==> src/rtl/cpu_pkg.sv <==
// Shared encodings for the cpu_controller sequencer and its instruction decoder.
// Branch-only encodings exist when CPU_BRANCH_EN is defined.
package cpu_pkg;

  localparam int unsigned ADDR_W = 8;
  localparam int unsigned DATA_W = 16;
  localparam int unsigned ST_W   = 5;

  typedef logic [ST_W-1:0] state_t;

  localparam state_t S_RST  = 5'd0;
  localparam state_t S_IF1  = 5'd1;
  localparam state_t S_IF2  = 5'd2;
  localparam state_t S_UPC  = 5'd3;
  localparam state_t S_DEC  = 5'd4;
  localparam state_t S_MOVI = 5'd5;
  localparam state_t S_GETA = 5'd6;
  localparam state_t S_GETB = 5'd7;
  localparam state_t S_EXE  = 5'd8;
  localparam state_t S_WRB  = 5'd9;
  localparam state_t S_ADDR = 5'd10;
  localparam state_t S_MRD  = 5'd11;
  localparam state_t S_MWB  = 5'd12;
  localparam state_t S_LDAR = 5'd13;
  localparam state_t S_STB  = 5'd14;
  localparam state_t S_MWR  = 5'd15;
  localparam state_t S_HALT = 5'd16;
`ifdef CPU_BRANCH_EN
  localparam state_t S_BR   = 5'd17;
  localparam state_t S_BRX  = 5'd18;
  localparam state_t S_LINK = 5'd19;

  localparam logic [2:0] OPC_B  = 3'b001;
  localparam logic [2:0] OPC_BL = 3'b010;
  localparam logic [2:0] COND_AL = 3'd0;
  localparam logic [2:0] COND_EQ = 3'd1;
  localparam logic [2:0] COND_NE = 3'd2;
  localparam logic [2:0] COND_LT = 3'd3;
  localparam logic [2:0] COND_LE = 3'd4;
  localparam logic [1:0] VSEL_PC = 2'b11;
`endif

  localparam logic [2:0] OPC_LDR  = 3'b011;
  localparam logic [2:0] OPC_STR  = 3'b100;
  localparam logic [2:0] OPC_ALU  = 3'b101;
  localparam logic [2:0] OPC_MOV  = 3'b110;
  localparam logic [2:0] OPC_HALT = 3'b111;

  localparam logic [1:0] ALU_ADD = 2'b00;
  localparam logic [1:0] ALU_SUB = 2'b01;
  localparam logic [1:0] ALU_AND = 2'b10;

  localparam logic [1:0] VSEL_C   = 2'b00;
  localparam logic [1:0] VSEL_MEM = 2'b01;
  localparam logic [1:0] VSEL_IMM = 2'b10;
  localparam logic [1:0] BSEL_B    = 2'b00;
  localparam logic [1:0] BSEL_IMM5 = 2'b01;

  typedef enum logic [1:0] {
    MEM_NONE  = 2'b00,
    MEM_READ  = 2'b01,
    MEM_WRITE = 2'b10
  } mem_cmd_t;

  typedef enum logic [3:0] {
    I_ILL, I_MOVI, I_MOV, I_ADD, I_CMP, I_AND, I_MVN,
    I_LDR, I_STR, I_HALT, I_B, I_BL, I_BX, I_BLX
  } instr_t;

  // Instructions that run through the shifter/ALU with register operands.
  function automatic logic is_alu(input instr_t c);
    return c inside {I_MOV, I_ADD, I_CMP, I_AND, I_MVN};
  endfunction

endpackage

==> src/rtl/cpu_instr_decode.sv <==
// Combinational split of the instruction register into fields, immediates and class.
// Branch classes are recognised only when CPU_BRANCH_EN is defined.
module cpu_instr_decode
  import cpu_pkg::*;
(
  input  logic [DATA_W-1:0] ir_i,
  output instr_t            cls_o,
  output logic              legal_o,
  output logic [1:0]        op_o,
  output logic [2:0]        rn_o,
  output logic [2:0]        rd_o,
  output logic [2:0]        rm_o,
  output logic [2:0]        cond_o,
  output logic [1:0]        sh_o,
  output logic [DATA_W-1:0] sximm5_o,
  output logic [DATA_W-1:0] sximm8_o
);

  logic [2:0] opc;

  assign opc      = ir_i[15:13];
  assign op_o     = ir_i[12:11];
  assign rn_o     = ir_i[10:8];
  assign cond_o   = ir_i[10:8];
  assign rd_o     = ir_i[7:5];
  assign sh_o     = ir_i[4:3];
  assign rm_o     = ir_i[2:0];
  assign sximm5_o = {{11{ir_i[4]}}, ir_i[4:0]};
  assign sximm8_o = {{8{ir_i[7]}}, ir_i[7:0]};

  always_comb begin
    cls_o = I_ILL;
    case (opc)
      OPC_MOV: begin
        if (op_o == 2'b10)      cls_o = I_MOVI;
        else if (op_o == 2'b00) cls_o = I_MOV;
      end
      OPC_ALU: begin
        case (op_o)
          ALU_ADD: cls_o = I_ADD;
          ALU_SUB: cls_o = I_CMP;
          ALU_AND: cls_o = I_AND;
          default: cls_o = I_MVN;
        endcase
      end
      OPC_LDR:  if (op_o == 2'b00) cls_o = I_LDR;
      OPC_STR:  if (op_o == 2'b00) cls_o = I_STR;
      OPC_HALT: cls_o = I_HALT;
`ifdef CPU_BRANCH_EN
      OPC_B:    if (op_o == 2'b00) cls_o = I_B;
      OPC_BL: begin
        case (op_o)
          2'b11:   cls_o = I_BL;
          2'b00:   cls_o = I_BX;
          2'b10:   cls_o = I_BLX;
          default: cls_o = I_ILL;
        endcase
      end
`endif
      default: cls_o = I_ILL;
    endcase
  end

  assign legal_o = (cls_o != I_ILL);

endmodule

==> src/rtl/cpu_controller.sv <==
// Fetch/decode/execute sequencer: owns PC, IR and DAR and drives all datapath and memory controls.
// Define CPU_BRANCH_EN to enable B/BL/BX/BLX; otherwise those opcodes halt.
module cpu_controller
  import cpu_pkg::*;
(
  input  logic              clk,
  input  logic              reset_n,
  input  logic [DATA_W-1:0] mem_rdata,
  input  logic [2:0]        status_in,
  input  logic [DATA_W-1:0] dp_out,
  output logic [1:0]        mem_cmd,
  output logic [ADDR_W-1:0] mem_addr,
  output logic [2:0]        readnum,
  output logic [2:0]        writenum,
  output logic [1:0]        vsel,
  output logic [1:0]        bsel,
  output logic [1:0]        shift,
  output logic [1:0]        ALUop,
  output logic              asel,
  output logic              loada,
  output logic              loadb,
  output logic              loadc,
  output logic              loads,
  output logic              write,
  output logic [DATA_W-1:0] sximm8,
  output logic [DATA_W-1:0] sximm5,
  output logic [ADDR_W-1:0] pc,
  output logic              halted
);

  state_t            state_q, state_d;
  logic [ADDR_W-1:0] pc_q, pc_d, dar_q, dar_d;
  logic [DATA_W-1:0] ir_q, ir_d;
  mem_cmd_t          cmd_c;
  instr_t            cls;
  logic              legal, unused_bits;
  logic [1:0]        op, sh;
  logic [2:0]        rn, rd, rm, cond;

  cpu_instr_decode u_dec (
    .ir_i    (ir_q),
    .cls_o   (cls),
    .legal_o (legal),
    .op_o    (op),
    .rn_o    (rn),
    .rd_o    (rd),
    .rm_o    (rm),
    .cond_o  (cond),
    .sh_o    (sh),
    .sximm5_o(sximm5),
    .sximm8_o(sximm8)
  );

`ifdef CPU_BRANCH_EN
  logic taken_c, st_z, st_v, st_n;
  assign {st_z, st_v, st_n} = status_in;

  always_comb begin
    case (cond)
      COND_AL: taken_c = 1'b1;
      COND_EQ: taken_c = st_z;
      COND_NE: taken_c = !st_z;
      COND_LT: taken_c = (st_n != st_v);
      COND_LE: taken_c = (st_n != st_v) || st_z;
      default: taken_c = 1'b0;
    endcase
  end
  assign unused_bits = ^dp_out[DATA_W-1:ADDR_W];
`else
  assign unused_bits = ^{dp_out[DATA_W-1:ADDR_W], status_in, cond};
`endif

  always_ff @(posedge clk or negedge reset_n) begin
    if (!reset_n) begin
      state_q <= S_RST;
      pc_q    <= '0;
      ir_q    <= '0;
      dar_q   <= '0;
    end else begin
      state_q <= state_d;
      pc_q    <= pc_d;
      ir_q    <= ir_d;
      dar_q   <= dar_d;
    end
  end

  // Next state and all controls, decoded from the current state and IR.
  always_comb begin
    state_d  = state_q;
    pc_d     = pc_q;
    ir_d     = ir_q;
    dar_d    = dar_q;
    cmd_c    = MEM_NONE;
    mem_addr = pc_q;
    readnum  = 3'd0;
    writenum = 3'd0;
    vsel     = VSEL_C;
    bsel     = BSEL_B;
    shift    = 2'b00;
    ALUop    = ALU_ADD;
    asel     = 1'b0;
    loada    = 1'b0;
    loadb    = 1'b0;
    loadc    = 1'b0;
    loads    = 1'b0;
    write    = 1'b0;
    halted   = 1'b0;
    case (state_q)
      S_RST: state_d = S_IF1;
      S_IF1: begin
        cmd_c   = MEM_READ;
        state_d = S_IF2;
      end
      S_IF2: begin
        cmd_c   = MEM_READ;
        ir_d    = mem_rdata;
        state_d = S_UPC;
      end
      S_UPC: begin
        pc_d    = pc_q + 8'd1;
        state_d = S_DEC;
      end
      S_DEC: begin
        if (!legal) state_d = S_HALT;
        else begin
          case (cls)
            I_MOVI:                             state_d = S_MOVI;
            I_MOV, I_MVN:                       state_d = S_GETB;
            I_ADD, I_AND, I_CMP, I_LDR, I_STR:  state_d = S_GETA;
`ifdef CPU_BRANCH_EN
            I_B:                                state_d = taken_c ? S_BR : S_IF1;
            I_BL:                               state_d = S_BR;
            I_BX, I_BLX:                        state_d = S_GETB;
`endif
            default:                            state_d = S_HALT;
          endcase
        end
      end
      S_MOVI: begin
        vsel     = VSEL_IMM;
        writenum = rn;
        write    = 1'b1;
        state_d  = S_IF1;
      end
      S_GETA: begin
        readnum = rn;
        loada   = 1'b1;
        state_d = (cls == I_LDR || cls == I_STR) ? S_ADDR : S_GETB;
      end
      S_GETB: begin
        readnum = is_alu(cls) ? rm : rd;
        loadb   = 1'b1;
        shift   = is_alu(cls) ? sh : 2'b00;
        state_d = (cls == I_STR) ? S_STB : S_EXE;
`ifdef CPU_BRANCH_EN
        if (cls == I_BLX) state_d = S_LINK;
`endif
      end
      S_EXE: begin
        shift = is_alu(cls) ? sh : 2'b00;
        asel  = !(cls inside {I_ADD, I_AND, I_CMP});
        ALUop = is_alu(cls) ? op : ALU_ADD;
        if (cls == I_CMP) begin
          loads   = 1'b1;
          state_d = S_IF1;
        end else begin
          loadc   = 1'b1;
          state_d = S_WRB;
`ifdef CPU_BRANCH_EN
          if (cls == I_BX || cls == I_BLX) state_d = S_BRX;
`endif
        end
      end
      S_WRB: begin
        writenum = rd;
        write    = 1'b1;
        state_d  = S_IF1;
      end
      S_ADDR: begin
        bsel    = BSEL_IMM5;
        loadc   = 1'b1;
        state_d = (cls == I_LDR) ? S_MRD : S_LDAR;
      end
      S_MRD: begin
        cmd_c    = MEM_READ;
        mem_addr = dp_out[ADDR_W-1:0];
        state_d  = S_MWB;
      end
      S_MWB: begin
        cmd_c    = MEM_READ;
        mem_addr = dp_out[ADDR_W-1:0];
        vsel     = VSEL_MEM;
        writenum = rd;
        write    = 1'b1;
        state_d  = S_IF1;
      end
      S_LDAR: begin
        dar_d   = dp_out[ADDR_W-1:0];
        state_d = S_GETB;
      end
      S_STB: begin
        asel    = 1'b1;
        loadc   = 1'b1;
        state_d = S_MWR;
      end
      S_MWR: begin
        cmd_c    = MEM_WRITE;
        mem_addr = dar_q;
        state_d  = S_IF1;
      end
`ifdef CPU_BRANCH_EN
      S_BR: begin
        pc_d = pc_q + sximm8[ADDR_W-1:0];
        if (cls == I_BL) begin
          vsel     = VSEL_PC;
          writenum = 3'd7;
          write    = 1'b1;
        end
        state_d = S_IF1;
      end
      S_LINK: begin
        vsel     = VSEL_PC;
        writenum = 3'd7;
        write    = 1'b1;
        state_d  = S_EXE;
      end
      S_BRX: begin
        pc_d    = dp_out[ADDR_W-1:0];
        state_d = S_IF1;
      end
`endif
      S_HALT:  halted  = 1'b1;
      default: state_d = S_RST;
    endcase
  end

  assign mem_cmd = cmd_c;
  assign pc      = pc_q;

endmodule

==> config.mk <==
export PLATFORM = sky130hd
export DESIGN_NAME = cpu_controller
export DESIGN_NICKNAME = d
export VERILOG_FILES = /design/src/rtl/cpu_pkg.sv /design/src/rtl/cpu_instr_decode.sv /design/src/rtl/cpu_controller.sv
export SDC_FILE = /design/constraint.sdc
export NUM_CORES = 1
export LEC_CHECK = 0
export ABC_AREA = 1
export CELL_PAD_IN_SITES_DETAIL_PLACEMENT = 0
export CELL_PAD_IN_SITES_GLOBAL_PLACEMENT = 1
export CORE_UTILIZATION = 47
export CTS_BUF_LIST = sky130_fd_sc_hd__clkbuf_16
export DETAILED_ROUTE_END_ITERATION = 16
export DONT_BUFFER_PORTS = 1
export HOLD_SLACK_MARGIN = 0.1
export PLACE_DENSITY = 0.93
export SLEW_MARGIN = 25
export SYNTH_ARGS = -nofsm -noshare
export SYNTH_HDL_FRONTEND = slang
export SYNTH_HIERARCHICAL = 1
export SYNTH_SLANG_ARGS = --single-unit
==> constraint.sdc <==
create_clock -name clk -period 4.15 [get_ports clk]
set_clock_uncertainty 0.1 [all_clocks]
set_input_delay 0 -clock clk [delete_from_list [all_inputs] [get_ports clk]]
set_output_delay 0 -clock clk [all_outputs]
set_load 0.005 [all_outputs]
# Word level (Yosys, flattened, before mapping)
# Memory sizes are Yosys's and may differ from the RTL's.
# Cells that the tools add are included.
# classes
n_addsub,1
eq_ne,30
n_mux,32
reduce_logical,14
# ops
cell,count
5-bit one-hot mux with 13 select lines,1
"5-bit by 4-bit == test with 1-bit output, second input constant",8
"5-bit by 3-bit == test with 1-bit output, second input constant",4
4-bit one-hot mux with 5 select lines,1
"4-bit by 3-bit == test with 1-bit output, second input constant",4
4-bit two-way mux,4
8-bit one-hot mux with 2 select lines,1
"3-bit == test, second input constant",4
3-bit two-way mux,4
3-bit one-hot mux with 2 select lines,2
"5-bit by 2-bit == test with 1-bit output, second input constant",2
2-bit two-way mux,5
3-bit one-hot mux with 3 select lines,1
"8-bit by 1-bit adder with 8-bit output, second input constant",1
"4-bit by 2-bit == test with 1-bit output, second input constant",2
1-bit two-way mux,8
2-bit one-hot mux with 2 select lines,2
2-bit OR reduction,4
"5-bit by 1-bit == test with 1-bit output, second input constant",1
"5-bit == test, second input constant",1
5-bit zero test,1
5-bit two-way mux,1
5-bit nonzero test,1
5-bit OR reduction,1
other kinds (12),13
# word_totals
regBits,37
mem_bits_ro,64
inputBits,37
output_inout_bits,71
memories,1
# memory_table
memory,depth,word_bits,read_ports,rd_clocked_by_memory_dff,wr,line,source
(no name shown),16,4,1,0,0,cpu_controller.sv:126,case (cls)

# Logic depth before layout (Yosys ltp)
# depth
ltp_word,8
mapped_depth,17

# By module
# Netlist, hierarchy kept.
# by_module_without_submodules
module,n_inst,cells_per_inst,area_each_um2,seq_area_each_um2
cpu_controller,1,342,2362.3,925.9
cpu_instr_decode,1,85,549.3,0.0

# Worst setup path after synthesis
# Ideal clock, no wire load.
# synth_timing
path_type,register -> register
from,register ir_q[11]
to,register state_q[2]
setup_time_ps,65
arrival_ps,1850
setup_slack_ps,2135
path_stages_with_launch,17
period_less_slack_ps,2015
path_cell_list,dfrtp_1 inv_1 ha_1 inv_1 nand2_1 nand3_1 nand2_1 nor2_1 inv_1 inv_1 ha_1 inv_1 o21ai_0 nand3_1 nor2_1 nor2_1 nand2_1
# synth_between
elab_cells_between_ends,19
# synth_lines
item,line,source
"start, declared",cpu_controller.sv:33,"logic [DATA_W-1:0] ir_q, ir_d;"
"start signal, assigned",cpu_controller.sv:82,ir_q <= ir_d;
2-bit == test (tied with other cells),"cpu_instr_decode.sv:35, cpu_instr_decode.sv:39",
3-bit one-hot mux with 3 select lines (tied with other cells),cpu_instr_decode.sv:39,case (op_o)
4-bit one-hot mux with 5 select lines (*),cpu_instr_decode.sv:33,case (opc)
net cls[0],cpu_controller.sv:35,instr_t cls;
"parallel branches: the longest is 3 deep, another holds memory 16 x 4 bit",--,
5-bit one-hot mux with 13 select lines (*),cpu_controller.sv:108,case (state_q)
"end signal, assigned",cpu_controller.sv:80,state_q <= state_d;
"end, declared",cpu_controller.sv:31,"state_t state_q, state_d;"
# Mark *: on every way through the listed nets, which the timed path passes.
# A chain may end at the register's enable or synchronous reset.

# Worst setup path in the final report
# layout_timing
from,register ir_q[11]
to,output readnum[0]
# layout_between
elab_chain_cells,8
elab_cells_between_ends,17
# layout_rtl
item,line,source
2-bit zero test,"cpu_instr_decode.sv:36, cpu_instr_decode.sv:39, cpu_instr_decode.sv:46",
2-bit two-way mux,cpu_instr_decode.sv:36,else if (op_o == 2'b00) cls_o = I_MOV;
4-bit two-way mux,cpu_instr_decode.sv:35,if (op_o == 2'b10) cls_o = I_MOVI;
4-bit one-hot mux with 5 select lines (*),cpu_instr_decode.sv:33,
net cls[1],cpu_controller.sv:35,
4-bit by 2-bit == test with 1-bit output or 4-bit by 3-bit == test with 1-bit output (tied branches),cpu_pkg.sv:72,"return c inside {I_MOV, I_ADD, I_CMP, I_AND, I_MVN};"
5-bit nonzero test (*),cpu_pkg.sv:72,
3-bit two-way mux (*),cpu_controller.sv:151,readnum = is_alu(cls) ? rm : rd;
3-bit one-hot mux with 2 select lines (*),cpu_controller.sv:108,
"end, declared",cpu_controller.sv:13,"output logic [2:0] readnum,"
# Mark *: on every way through the listed nets, which the timed path passes. The rest lies on a longest branch.

==> summary.txt <==
NetSw = 1050 uW
Vias in the first global route = 2249
Post-Syn Instances = 424
Worst-path clk slew = 0.05 ns
Dpl hpwl = 4710 um
CTS Sinks = 37
Clock Path Buffers = 2
Final Cycle Share = 0.646
Pin count of the biggest net entering global routing = 38
CP delay by family, top = simple AND/OR/NAND/NOR gates
CP Class = reg2out
PwrDens = 704 nW/um^2
Path depth of the worst reg2reg path = 15
I/O pin total = 108
Critical Path Sink Type = output port
Largest fanout on the critical path = 7
Die area = 6460 um^2
Worst reg2reg startpoint = ir_q[11]
Achievable Freq = 373 MHz
First-pass GRT wire length = 10400 um
Slowest stage delay, CP = 0.37 ns
Slew Viols, Final = 0
Slowest cell on crit path = dfrtp_1
DR iter-0 viols = 139
Buffers added on ports = 0
Worst EP arrival = 2.58 ns
LEAKAGE = 0.00158 uW
Least-Margin Pin Slew = 0.668 ns
Final #Nets = 450
GRT Residual Overflow = 0
Most common cell on crit path = nand2_1
H-tree depth = 2
Most common cell after layout, fill and taps aside = nand2_1
Pint = 1060 uW
Critical-path cell list = inv_1 > ha_1 > inv_1 > nand3_1 > nand2_1 > nand2_1 > inv_1 > inv_1 > ha_1 > inv_1 > nand2_1 > nand2_1 > nand3_1 > nand2_1 > nand3_1 > nand2_1
GPL Wtd Cong = 0.891
Clk root buf = clkbuf_16
Via count = 2464
Core Box Area = 5920 um^2
Fin. Hold Viols = 0
Data required time of the worst path = 4.05 ns
FF-to-FF End = state_q[4]
Synthesized area = 2890 um^2
Die Height = 80.4 um
Routed Antenna Nets = 0
Final WL = 6580 um
Initial antenna violation count = 0
Final Critical Period = 2.68 ns
Initial Utilization = 0.488
Layout filler cell count = 576
CTS tree = yes
Maxcap violations = 0
Worst Hold Class = in2async
Mapped Nets = 469
Peak VDD IR = 0.000335 V
Inserted Clock Buffers = 5
CP Launch Type = flip-flop
Fraction of layout cells with a size suffix above 1 = 0.0914
# diodes = 0
# DRC = 0
Seq pwr share = 0.348
Die width = 80.4 um
Clock power share = 0.169
Net Sw Frac = 0.498
Area grow syn2layout = 3.94%
Cts repair resizes = 0
Crit path buffers/inverters = 5
Tot Pwr = 2110 uW
Status = completed
Routed len/inst = 13.7 um
Syn avg cell area = 6.81 um^2
GRT Resource Usage Total = 0.209
Comb power frac = 0.483
R2R setup slack = 1.75 ns
RSZ-0062 raised after global routing = no
TNS Setup = 0 ns
Slew Limit Headroom = 0.555
First-pass DRT Iterations = 4
Finish-stage setup viols = 0
Skew-Pair Late Insertion Delay = 0.28 ns
Routed vias/inst = 5.13
Row cnt = 28
Commonest non-fill, non-tap cells in the layout = 121 x nand2_1, 44 x inv_1, 41 x nor2_1
Ys Warns = 6
-- how the worst max path moves through the flow --
stage | from | endpoint | depth (start not counted)
final | ir_q[11] | readnum[0] | 16
after global routing | ir_q[11] | readnum[2] | 17
after CTS | ir_q[11] | readnum[0] | 17
after detailed placement | ir_q[11] | readnum[0] | 17
after global placement | ir_q[11] | readnum[0] | 16
after floorplan | ir_q[11] | state_q[2] | 16
-- worst reg2reg max path, cell delays in order (launching register included) --
cell     delay, ns
dfrtp_1       0.37
inv_1         0.09
ha_1          0.23
inv_1         0.09
nand2_1       0.05
nand3_1       0.07
nand2_1       0.05
nor2_1        0.16
inv_1         0.11
inv_1         0.10
ha_1          0.19
inv_1         0.07
o21ai_0       0.24
nand3_1       0.15
nand2_1       0.12
o21ai_0       0.08
-- layer usage --
metal	share of wire	vias to the layer above	wire length, um	global-route usage
met5	0	-	0	0
met4	0.012	0	82	0.0536
met3	0.079	9	522	0.0375
met2	0.47	96	3120	0.353
met1	0.43	1119	2850	0.273
li1	-	1240	-	-
-- flip-flops by register name, indices dropped and copies added (netlist names) --
signal / flops
dar_q: 8
ir_q: 16
pc: 8
state_q: 5
-- stage by stage --
step | cell area, um^2 | util | std cells | hold WS, ns | setup slack (ns)
floorplan | 2890 | - | 424 | -0.396 | 2.13
global placement | 2600 | 0.439 | 447 | -0.395 | 1.78
detailed placement | 2600 | 0.439 | 447 | -0.395 | 1.76
CTS | 3000 | 0.507 | 480 | 0.106 | 1.46
global route | 3000 | 0.507 | 480 | 0.119 | 1.15
finish | 3000 | 0.507 | 480 | 0.100 | 1.47
-- final cells by class --
type                    instances  area (um^2)  area share
multi-input cells             280         1370       0.456
flip-flops and latches         37          926       0.308
repair buffers                 26          270      0.0900
inverters                      55          206      0.0688
clock buffers                   5          125      0.0417
well taps                      75         93.8      0.0313
clock inverters                 2         11.3     0.00375
-- power by group through the flow --
stage | clock, uW | sequential [uW] | combinational, uW
2_1_floorplan | 0 | 652 | 1130
3_3_place_gp | 0 | 734 | 968
3_5_place_dp | 0 | 740 | 986
4_1_cts | 366 | 735 | 1020
5_1_grt | 384 | 771 | 1170
6_report | 358 | 734 | 1020
-- timing repair --
item,in CTS,in global routing
hold buffers,26,0
endpoints found under the hold margin,69,0
setup buffers,0,0
Note: power is estimated with default switching activity, not from simulation.
